## src/rtl/ascon_hash_ctrl.sv

```systemverilog
// Ascon-Hash256 sequencer: drives one ascon_core through IV load, absorb, pad and squeeze.
// Message beats stream into S0; the 256-bit digest leaves as four 64-bit words.
module ascon_hash_ctrl #(
    parameter logic [63:0] IV = 64'h0000_0801_00CC_0002
) (
    input  logic        clk,
    input  logic        rst,
    input  logic        msg_valid_i,
    output logic        msg_ready_o,
    input  logic [63:0] msg_data_i,
    input  logic        msg_last_i,
    input  logic [3:0]  msg_bytes_i,
    output logic        hash_valid_o,
    input  logic        hash_ready_i,
    output logic [63:0] hash_data_o,
    output logic        hash_last_o,
    output logic        core_start_o,
    output logic        core_rnd_cfg_o,
    output logic [2:0]  core_sel_o,
    output logic [63:0] core_wdata_o,
    output logic        core_we_o,
    output logic        core_xor_o,
    input  logic [63:0] core_rdata_i,
    input  logic        core_ready_i
);
    typedef enum logic [2:0] {
        S_IDLE, S_LOAD, S_START, S_WAIT, S_ABSORB, S_PAD, S_SQUEEZE
    } state_t;

    state_t      state_q, state_d, ctx_q, ctx_d;
    logic [2:0]  cnt_q, cnt_d;
    logic [1:0]  wcnt_q, wcnt_d;
    logic        msg_ready_q, msg_ready_d;
    logic        hash_valid_q, hash_valid_d;
    logic        hash_last_q, hash_last_d;
    logic        start_q, start_d;
    logic        msg_hs, hash_hs;
    logic [3:0]  nbytes;
    logic [5:0]  pad_sh;
    logic [63:0] pad_bit, blk;

    assign msg_hs  = msg_valid_i && msg_ready_q;
    assign hash_hs = hash_valid_q && hash_ready_i;

    // Partial last beat: keep the valid bytes, put the 0x01 pad byte right after them.
    always_comb begin
        nbytes  = (msg_bytes_i > 4'd8) ? 4'd8 : msg_bytes_i;
        pad_sh  = {nbytes[2:0], 3'b000};
        pad_bit = 64'h1 << pad_sh;
        if (!msg_last_i || nbytes == 4'd8) blk = msg_data_i;
        else blk = (msg_data_i & (pad_bit - 64'h1)) | pad_bit;
    end

    always_comb begin
        state_d = state_q;
        ctx_d   = ctx_q;
        cnt_d   = cnt_q;
        wcnt_d  = wcnt_q;
        case (state_q)
            S_IDLE: begin
                if (msg_valid_i) begin
                    state_d = S_LOAD;
                    cnt_d   = 3'd0;
                end
            end
            S_LOAD: begin
                if (cnt_q == 3'd4) begin
                    cnt_d   = 3'd0;
                    state_d = S_START;
                    ctx_d   = S_ABSORB;
                end else begin
                    cnt_d = cnt_q + 3'd1;
                end
            end
            S_START: state_d = S_WAIT;
            S_WAIT: begin
                if (core_ready_i) state_d = ctx_q;
            end
            S_ABSORB: begin
                if (msg_hs) begin
                    state_d = S_START;
                    if (!msg_last_i)         ctx_d = S_ABSORB;
                    else if (nbytes == 4'd8) ctx_d = S_PAD;
                    else                     ctx_d = S_SQUEEZE;
                end
            end
            S_PAD: begin
                state_d = S_START;
                ctx_d   = S_SQUEEZE;
            end
            S_SQUEEZE: begin
                if (hash_hs) begin
                    if (wcnt_q == 2'd3) begin
                        wcnt_d  = 2'd0;
                        state_d = S_IDLE;
                    end else begin
                        wcnt_d  = wcnt_q + 2'd1;
                        state_d = S_START;
                        ctx_d   = S_SQUEEZE;
                    end
                end
            end
            default: state_d = S_IDLE;
        endcase
        msg_ready_d  = (state_d == S_ABSORB);
        hash_valid_d = (state_d == S_SQUEEZE);
        hash_last_d  = (state_d == S_SQUEEZE) && (wcnt_d == 2'd3);
        start_d      = (state_d == S_START);
    end

    // Write port is decoded from state so the absorb XOR lands in the handshake cycle itself.
    always_comb begin
        core_we_o    = 1'b0;
        core_xor_o   = 1'b0;
        core_sel_o   = 3'd0;
        core_wdata_o = 64'd0;
        case (state_q)
            S_LOAD: begin
                core_we_o    = 1'b1;
                core_sel_o   = cnt_q;
                core_wdata_o = (cnt_q == 3'd0) ? IV : 64'd0;
            end
            S_ABSORB: begin
                if (msg_hs) begin
                    core_we_o    = 1'b1;
                    core_xor_o   = 1'b1;
                    core_wdata_o = blk;
                end
            end
            S_PAD: begin
                core_we_o    = 1'b1;
                core_xor_o   = 1'b1;
                core_wdata_o = 64'h1;
            end
            default: ;
        endcase
    end

    always_ff @(posedge clk or posedge rst) begin
        if (rst) begin
            state_q      <= S_IDLE;
            ctx_q        <= S_ABSORB;
            cnt_q        <= 3'd0;
            wcnt_q       <= 2'd0;
            msg_ready_q  <= 1'b0;
            hash_valid_q <= 1'b0;
            hash_last_q  <= 1'b0;
            start_q      <= 1'b0;
        end else begin
            state_q      <= state_d;
            ctx_q        <= ctx_d;
            cnt_q        <= cnt_d;
            wcnt_q       <= wcnt_d;
            msg_ready_q  <= msg_ready_d;
            hash_valid_q <= hash_valid_d;
            hash_last_q  <= hash_last_d;
            start_q      <= start_d;
        end
    end

    assign msg_ready_o    = msg_ready_q;
    assign hash_valid_o   = hash_valid_q;
    assign hash_last_o    = hash_last_q;
    assign hash_data_o    = hash_valid_q ? core_rdata_i : 64'd0;
    assign core_start_o   = start_q;
    assign core_rnd_cfg_o = 1'b1;
endmodule

```

## config.mk

```make
export PLATFORM = sky130hd
export DESIGN_NAME = ascon_hash_ctrl
export DESIGN_NICKNAME = d
export VERILOG_FILES = /design/src/rtl/ascon_hash_ctrl.sv
export SDC_FILE = /design/constraint.sdc
export NUM_CORES = 1
export LEC_CHECK = 0
export CAP_MARGIN = 20
export CORE_AREA = 2 2 107 109
export CTS_BUF_LIST = sky130_fd_sc_hd__clkbuf_16
export CTS_CLUSTER_DIAMETER = 100
export DETAILED_ROUTE_END_ITERATION = 7
export DIE_AREA = 0 0 109 111
export GPL_ROUTABILITY_DRIVEN = 0
export PLACE_DENSITY = 0.67
export REMOVE_ABC_BUFFERS = 1
export SYNTH_ARGS = -nofsm -noshare
export SYNTH_HDL_FRONTEND = slang
export SYNTH_SLANG_ARGS = --single-unit
```

## constraint.sdc

```tcl
create_clock -name clk -period 4.2 [get_ports clk]
set_clock_uncertainty 0.1 [all_clocks]
set_input_delay 0.84 -clock clk [delete_from_list [all_inputs] [get_ports clk]]
set_output_delay 0.84 -clock clk [all_outputs]
set_load 0.01 [all_outputs]
```

==> results of run 1 <==
## logic make-up (layout without fill, tap and decap cells)
logic type / count (synthesis) / count (layout) / synth area share
AO/OA/AOI/OAI: 40 / 40 / 0.142
AND/OR/NAND/NOR: 179 / 179 / 0.565
buffers and inverters: 21 / 292 / 0.0499
other: 1 / 1 / 0.00202
multiplexers: 4 / 4 / 0.0256
flip-flops: 14 / 14 / 0.189
adder cells (fa/ha/maj): 4 / 4 / 0.0270
## metrics by stage
step / setup slack [ns] / utilization / instance area (um2) / hold slack (ns)
CTS: 0.218 / 0.438 / 4850 / 0.419
global placement: 0.339 / 0.431 / 4770 / 0.399
global route: 0.0655 / 0.438 / 4850 / 0.435
finish: 0.195 / 0.438 / 4850 / 0.416
floorplan: 1.47 / - / 1780 / 0.383
detailed placement: 0.251 / 0.431 / 4770 / 0.402
## synth_stat cells, types with 2 or more instances
| master | count |
|---|---|
| dfrtp_1 | 14 |
| ha_1 | 4 |
| nor2b_1 | 5 |
| buf_2 | 2 |
| inv_1 | 5 |
| nand3b_1 | 2 |
| mux2_2 | 2 |
| and2_1 | 110 |
| o21a_1 | 3 |
| nor2_1 | 15 |
| nand3_1 | 2 |
| nand4b_1 | 2 |
| a21o_1 | 9 |
| o21ai_0 | 8 |
| a21oi_1 | 11 |
| a22o_1 | 2 |
| and3_1 | 7 |
| nor3_1 | 5 |
| nand4_1 | 2 |
| clkbuf_1 | 12 |
| nand2_1 | 19 |
| nand2b_1 | 4 |
## layout make-up
type | instances | area (um2) | share of cell area
clock buffer | 3 | 75.1 | 0.0155
clock inverter | 1 | 3.75 | 0.000774
inverter | 5 | 18.8 | 0.00387
multi-input combinational | 228 | 1410 | 0.291
sequential | 14 | 350 | 0.0722
tap | 143 | 179 | 0.0369
timing repair buffer | 283 | 2810 | 0.579
## routing by layer
layer / part of all wire / GRT usage / vias up / wire (um)
met5: 0 / 0 / - / 0
met4: 0.035 / 0.0701 / 0 / 403
met3: 0.12 / 0.0641 / 19 / 1390
met2: 0.48 / 0.313 / 189 / 5480
met1: 0.37 / 0.185 / 1339 / 4180
li1: - / - / 1409 / -
## power by group through the flow
stage                     Combinational, uW  Sequential [uW]  Clock (uW)
after floorplan                         317              240           0
after global placement                  759              244           0
after detailed placement                766              248           0
after CTS                               772              246         189
after global routing                    827              254         198
final                                   765              246         185
## flip-flops by register name (all words and copies together), names as in the netlist
register,cells
cnt_q,3
state_q,3
ctx_q,2
wcnt_q,2
core_start_o,1
hash_last_o,1
hash_valid_o,1
msg_ready_o,1
## worst paths after layout
path                                 from          endpoint  slack (ns)
max                        msg_bytes_i[1]  core_wdata_o[41]        0.20
max reg2reg                  hash_valid_o          ctx_q[1]        1.80
max in group asynchronous             rst          cnt_q[1]        2.75
min in group asynchronous             rst        state_q[0]        0.86
min reg2reg                      ctx_q[1]          ctx_q[1]        0.42
min                              ctx_q[1]          ctx_q[1]        0.42
==> reports/metrics.csv, run 1 <==
metric;value;unit
cp.depth;9;
leakagePower;0.00199;uW
status;finished, final reports clean;
path_clk_slew;0.05;ns
drive_gt1_frac;0.0300;
critPathArrivalTime;3.06;ns
yosysWarnings;0;
vias;2956;
hp-class;reg -> reg;
cts-root-buf;clkbuf_16;
start_util;0.168;
hpwl;9.51;mm
ys_seq_elements;14;
path_common_cell;clkdlybuf4s50_1;
stdcell_count;677;
pwr-share-clk;0.155;
endpoint_kind;primary output;
antenna_found_initial;0;
syn_inst;263;
dr.pass1.iters;4;
cp-start-kind;primary input;
syn_area_per_cell;7.06;um2
synth-edff-count;0;
crit_fanout;8;
cts_buffers;3;
io_buffers;274;
coreArea;0.0111;mm2
ir_worst_vdd;0.186;mV
die_w;109;um
die_area;0.0121;mm2
combPwrFrac;0.640;
synth_seq_area_share;0.189;
grt.total_usage;0.176;
synth_cell_types;40;
netlist_area;0.00186;mm2
final_common_cell;clkdlybuf4s50_1;
intPower;750;uW
crit_path_top_delay_cell;clkdlybuf4s50_1;
row_count;39;
ys.flop_type;dfrtp_1;
tightest_slew;0.780;ns
synth_area_leader_cell;and2_1;
slowest_delay;0.62;ns
ctsHoldBuffers;0;
ctsResizeCount;0;
finalNetCount;677;
synth_top_area_frac;0.371;
layout_min_cycle_time;4.00;ns
fin_setup_tns;0;ns
critical_path_class;in -> out;
worstPathCellList;clkdlybuf4s50_1 -> nor2_1 -> nand3b_1 -> ha_1 -> o21ai_0 -> a21oi_1 -> buf_4 -> and2_1 -> clkdlybuf4s50_1;
vias_per_cell;4.37;
crit_required;3.26;ns
rsz0062_at_grt;no;
synth.area.top_cells;and2_1 37%, dfrtp_1 19%, nand2_1 3.8%;
cp_top_family;buffers and inverters;
ioPinCount;276;
clk_latency;0.25;ns
swShare;0.372;
wl;11.5;mm
drtIter0Drc;148;
ff2ff_path_depth;5;
dieHeight;111;um
drc_errors;0;
holdPathStages;1;
fin_total_pwr;1200;uW
areaGrowthSynthToFinish;161;%
wl_per_cell;16.9;um
cts_htree_levels;1;
grt_pass1_vias;3147;
cts_buffer_depth;2;
diodes;0;
worst_slew_margin_rel;0.480;
p_switching;445;uW
cts.sinks;14;
cts_tree;done;
drv_slew;0;
grt_max_degree;34;
grt_pass1_wl;16.6;mm
post-cts-setup-buffers;0;
drv_cap;0;
fin_crit_sh;0.953;
final_cell_mix;274 x clkdlybuf4s50_1, 110 x and2_1, 19 x nand2_1;
ys_async_sr_fraction;1.00;
p_per_area;247;mW/mm2
hold_viol_final;0;
numPlacedInstances;673;
crit_buf_inv;3;
overflow;0;
drtAntennaViolNets;0;
fillers;1119;
power_frac_seq;0.205;
clock.fmax;0.250;GHz
setup_violations;0;
(Power assumes the default switching activity.)
==> run 2: changes to the inputs <==
ABC_AREA = 1   (was not set)
CORE_AREA = 2 2 106 108   (was 2 2 107 109)
DIE_AREA = 0 0 108 110   (was 0 0 109 111)
PLACE_DENSITY = 0.71   (was 0.67)
==> reports/metrics.csv, run 2 <==
metric;value;unit;change
drv_cap;0;;unchanged
critPathArrivalTime;3.00;ns;was 3.06 ns
ctsHoldBuffers;0;;unchanged
ys_seq_elements;14;;unchanged
holdPathStages;2;;was 1
grt_pass1_wl;15.4;mm;was 16.6 mm
io_buffers;274;;unchanged
fin_util;0.475;;was 0.438
netlist_area;0.00217;mm2;was 0.00186 mm2
drv_slew;0;;unchanged
yosysMostFrequentCell;nand2_1;;was and2_1
areaGrowthSynthToFinish;134;%;was 161%
row_count;38;;was 39
synth_seq_area_share;0.161;;was 0.189
syn_inst;423;;was 263
post-cts-setup-buffers;0;;unchanged
crit_fanout;5;;was 8
hpwl;9.28;mm;was 9.51 mm
ys_async_sr_fraction;1.00;;unchanged
startpoint;msg_bytes_i[3];;was msg_bytes_i[1]
vias_per_cell;4.05;;was 4.37
top_regs;cnt_q x3, state_q x3;;unchanged
ff2ff_path_depth;7;;was 5
hp-class;reg -> reg;;unchanged
fin_hold_ws;0.370;ns;was 0.416 ns
setup_violations;0;;unchanged
synth-edff-count;0;;unchanged
ys.flop_type;dfrtp_1;;unchanged
tightest_slew;1.01;ns;was 0.780 ns
crit_path_top_delay_cell;clkdlybuf4s50_1;;unchanged
grt.total_usage;0.160;;was 0.176
antenna_found_initial;0;;unchanged
r2r-end;hash_last_o;;was ctx_q[1]
stdcell_count;828;;was 677
start_util;0.203;;was 0.168
path_clk_slew;0.04;ns;was 0.05 ns
ir_worst_vdd;0.207;mV;was 0.186 mV
ioPinCount;276;;unchanged
ctsResizeCount;0;;unchanged
fin_crit_sh;0.938;;was 0.953
leakagePower;0.00271;uW;was 0.00199 uW
min-delay-start;ctx_q[1];;unchanged
synth_common_cells;139 x nand2_1, 116 x inv_1, 68 x nor2_1, 14 x dfrtp_1, 14 x nand3_1;;was 110 x and2_1, 19 x nand2_1, 15 x nor2_1, 14 x dfrtp_1, 12 x clkbuf_1
synth.area.top_cells;nand2_1 24%, inv_1 20%, dfrtp_1 16%;;was and2_1 37%, dfrtp_1 19%, nand2_1 3.8%
cts_tree;done;;unchanged
syn_area_per_cell;5.13;um2;was 7.06 um2
die_area;0.0119;mm2;was 0.0121 mm2
cts_buffer_depth;2;;unchanged
critical_path_class;in -> out;;unchanged
layout_min_cycle_time;3.94;ns;was 4.00 ns
synth_top_area_frac;0.240;;was 0.371
p_per_area;199;mW/mm2;was 247 mW/mm2
drive_gt1_frac;0.0422;;was 0.0300
final_common_cell;clkdlybuf4s50_1;;unchanged
cts-root-buf;clkbuf_16;;unchanged
hold_viol_final;0;;unchanged
status;finished, final reports clean;;unchanged
clock.fmax;0.254;GHz;was 0.250 GHz
endpoint_kind;primary output;;unchanged
numPlacedInstances;824;;was 673
final_cell_mix;274 x clkdlybuf4s50_1, 139 x nand2_1, 117 x inv_1;;was 274 x clkdlybuf4s50_1, 110 x and2_1, 19 x nand2_1
yosysWarnings;0;;unchanged
wl;10.6;mm;was 11.5 mm
dr.pass1.iters;5;;was 4
rrSetupSlack;2.03;ns;was 1.80 ns
cts_buffers;3;;unchanged
drtIter0Drc;160;;was 148
cts_htree_levels;1;;unchanged
placed_area;0.00500;mm2;was 0.00477 mm2
diodes;0;;unchanged
final_cell_area;0.00508;mm2;was 0.00485 mm2
crit_buf_inv;3;;unchanged
synth_area_leader_cell;nand2_1;;was and2_1
worst_slew_margin_rel;0.328;;was 0.480
vias;3357;;was 2956
grt_max_degree;67;;was 34
rsz0062_at_grt;no;;unchanged
dieHeight;110;um;was 111 um
drtAntennaViolNets;0;;unchanged
clk_latency;0.24;ns;was 0.25 ns
drc_errors;0;;unchanged
grt_pass1_vias;3072;;was 3147
wl_per_cell;12.8;um;was 16.9 um
synth_cell_types;35;;was 40
fin_setup_tns;0;ns;unchanged
worstHoldEndpoint;ctx_q[1];;unchanged
crit_required;3.26;ns;about the same
die_w;108;um;was 109 um
finalNetCount;831;;was 677
cp_top_family;buffers and inverters;;unchanged
overflow;0;;unchanged
worstPathCellList;clkdlybuf4s50_1 -> inv_2 -> o21ai_0 -> o21ai_0 -> ha_1 -> nand3_1 -> nand2_1 -> nand2_1 -> a21oi_1 -> clkdlybuf4s50_1;;was clkdlybuf4s50_1 -> nor2_1 -> nand3b_1 -> ha_1 -> o21ai_0 -> a21oi_1 -> buf_4 -> and2_1 -> clkdlybuf4s50_1
slowest_delay;0.57;ns;was 0.62 ns
cts.sinks;14;;unchanged
coreArea;0.0107;mm2;was 0.0111 mm2
cp-start-kind;primary input;;unchanged
reg2reg_from;hash_valid_o;;unchanged
[run 2: changes by cell type after synthesis, moves of 7 or more]
cell     previous run  this run
nand2_1            19       139
inv_1               5       116
and2_1            110         1
nor2_1             15        68
nand3_1             2        14
a21o_1              9         0
and3_1              7         0
[run 2: stage by stage]
stage | total power (uW) | setup WS (ns)
finish | 1010 | 0.259
global route | 1090 | 0.0983
CTS | 1020 | 0.275
detailed placement | 839 | 0.278
global placement | 822 | 0.329
floorplan | 492 | 1.27
[run 2: power by group]
| group | total (uW) | leakage, uW | switching [uW] | internal (uW) |
|---|---|---|---|---|
| logic | 616 | 0.00248 | 294 | 322 |
| clock network | 175 | 0.0000423 | 50.0 | 125 |
| registers | 222 | 0.000179 | 50.9 | 171 |
[run 2: worst max-delay path by stage]
stage,endpoint,slack [ns],cells past startpoint
after floorplan,core_wdata_o[18],1.27,6
after global placement,core_wdata_o[48],0.33,10
after detailed placement,core_wdata_o[48],0.28,10
after CTS,core_wdata_o[48],0.27,10
after global routing,core_wdata_o[43],0.1,11
final,core_wdata_o[48],0.26,10
[run 2: final cells by class]
| cell class | count | area [um2] |
|---|---|---|
| timing repair buffer | 277 | 2770 |
| fill | 1082 | 5610 |
| clock inverter | 1 | 3.75 |
| inverter | 121 | 462 |
| sequential | 14 | 352 |
| tap | 140 | 175 |
| multi-input combinational | 272 | 1250 |
| clock buffer | 3 | 75.1 |
[run 2: tightest hold or removal path: stages (launching register included)]
cell and delay (ns):
dfrtp_1 0.34, nand2_1 0.05, nand2_1 0.05
[run 2: kinds of logic after synthesis]
family                     Yosys count  synth area share
and+or+nand+nor                    241             0.475
buffers and inverters              137             0.263
AOI/OAI and AO/OA                   25            0.0720
DFF                                 14             0.161
adders and majority gates            4            0.0230
xor gates and xnor gates             1           0.00403
other                                1           0.00173
[run 2: per-layer routing]
metal,global-route usage,vias up,share of wire
met5,0,-,0
met4,0.0458,0,0.022
met2,0.290,111,0.51
met1,0.193,1502,0.39
li1,-,1727,-
met3,0.0282,17,0.074
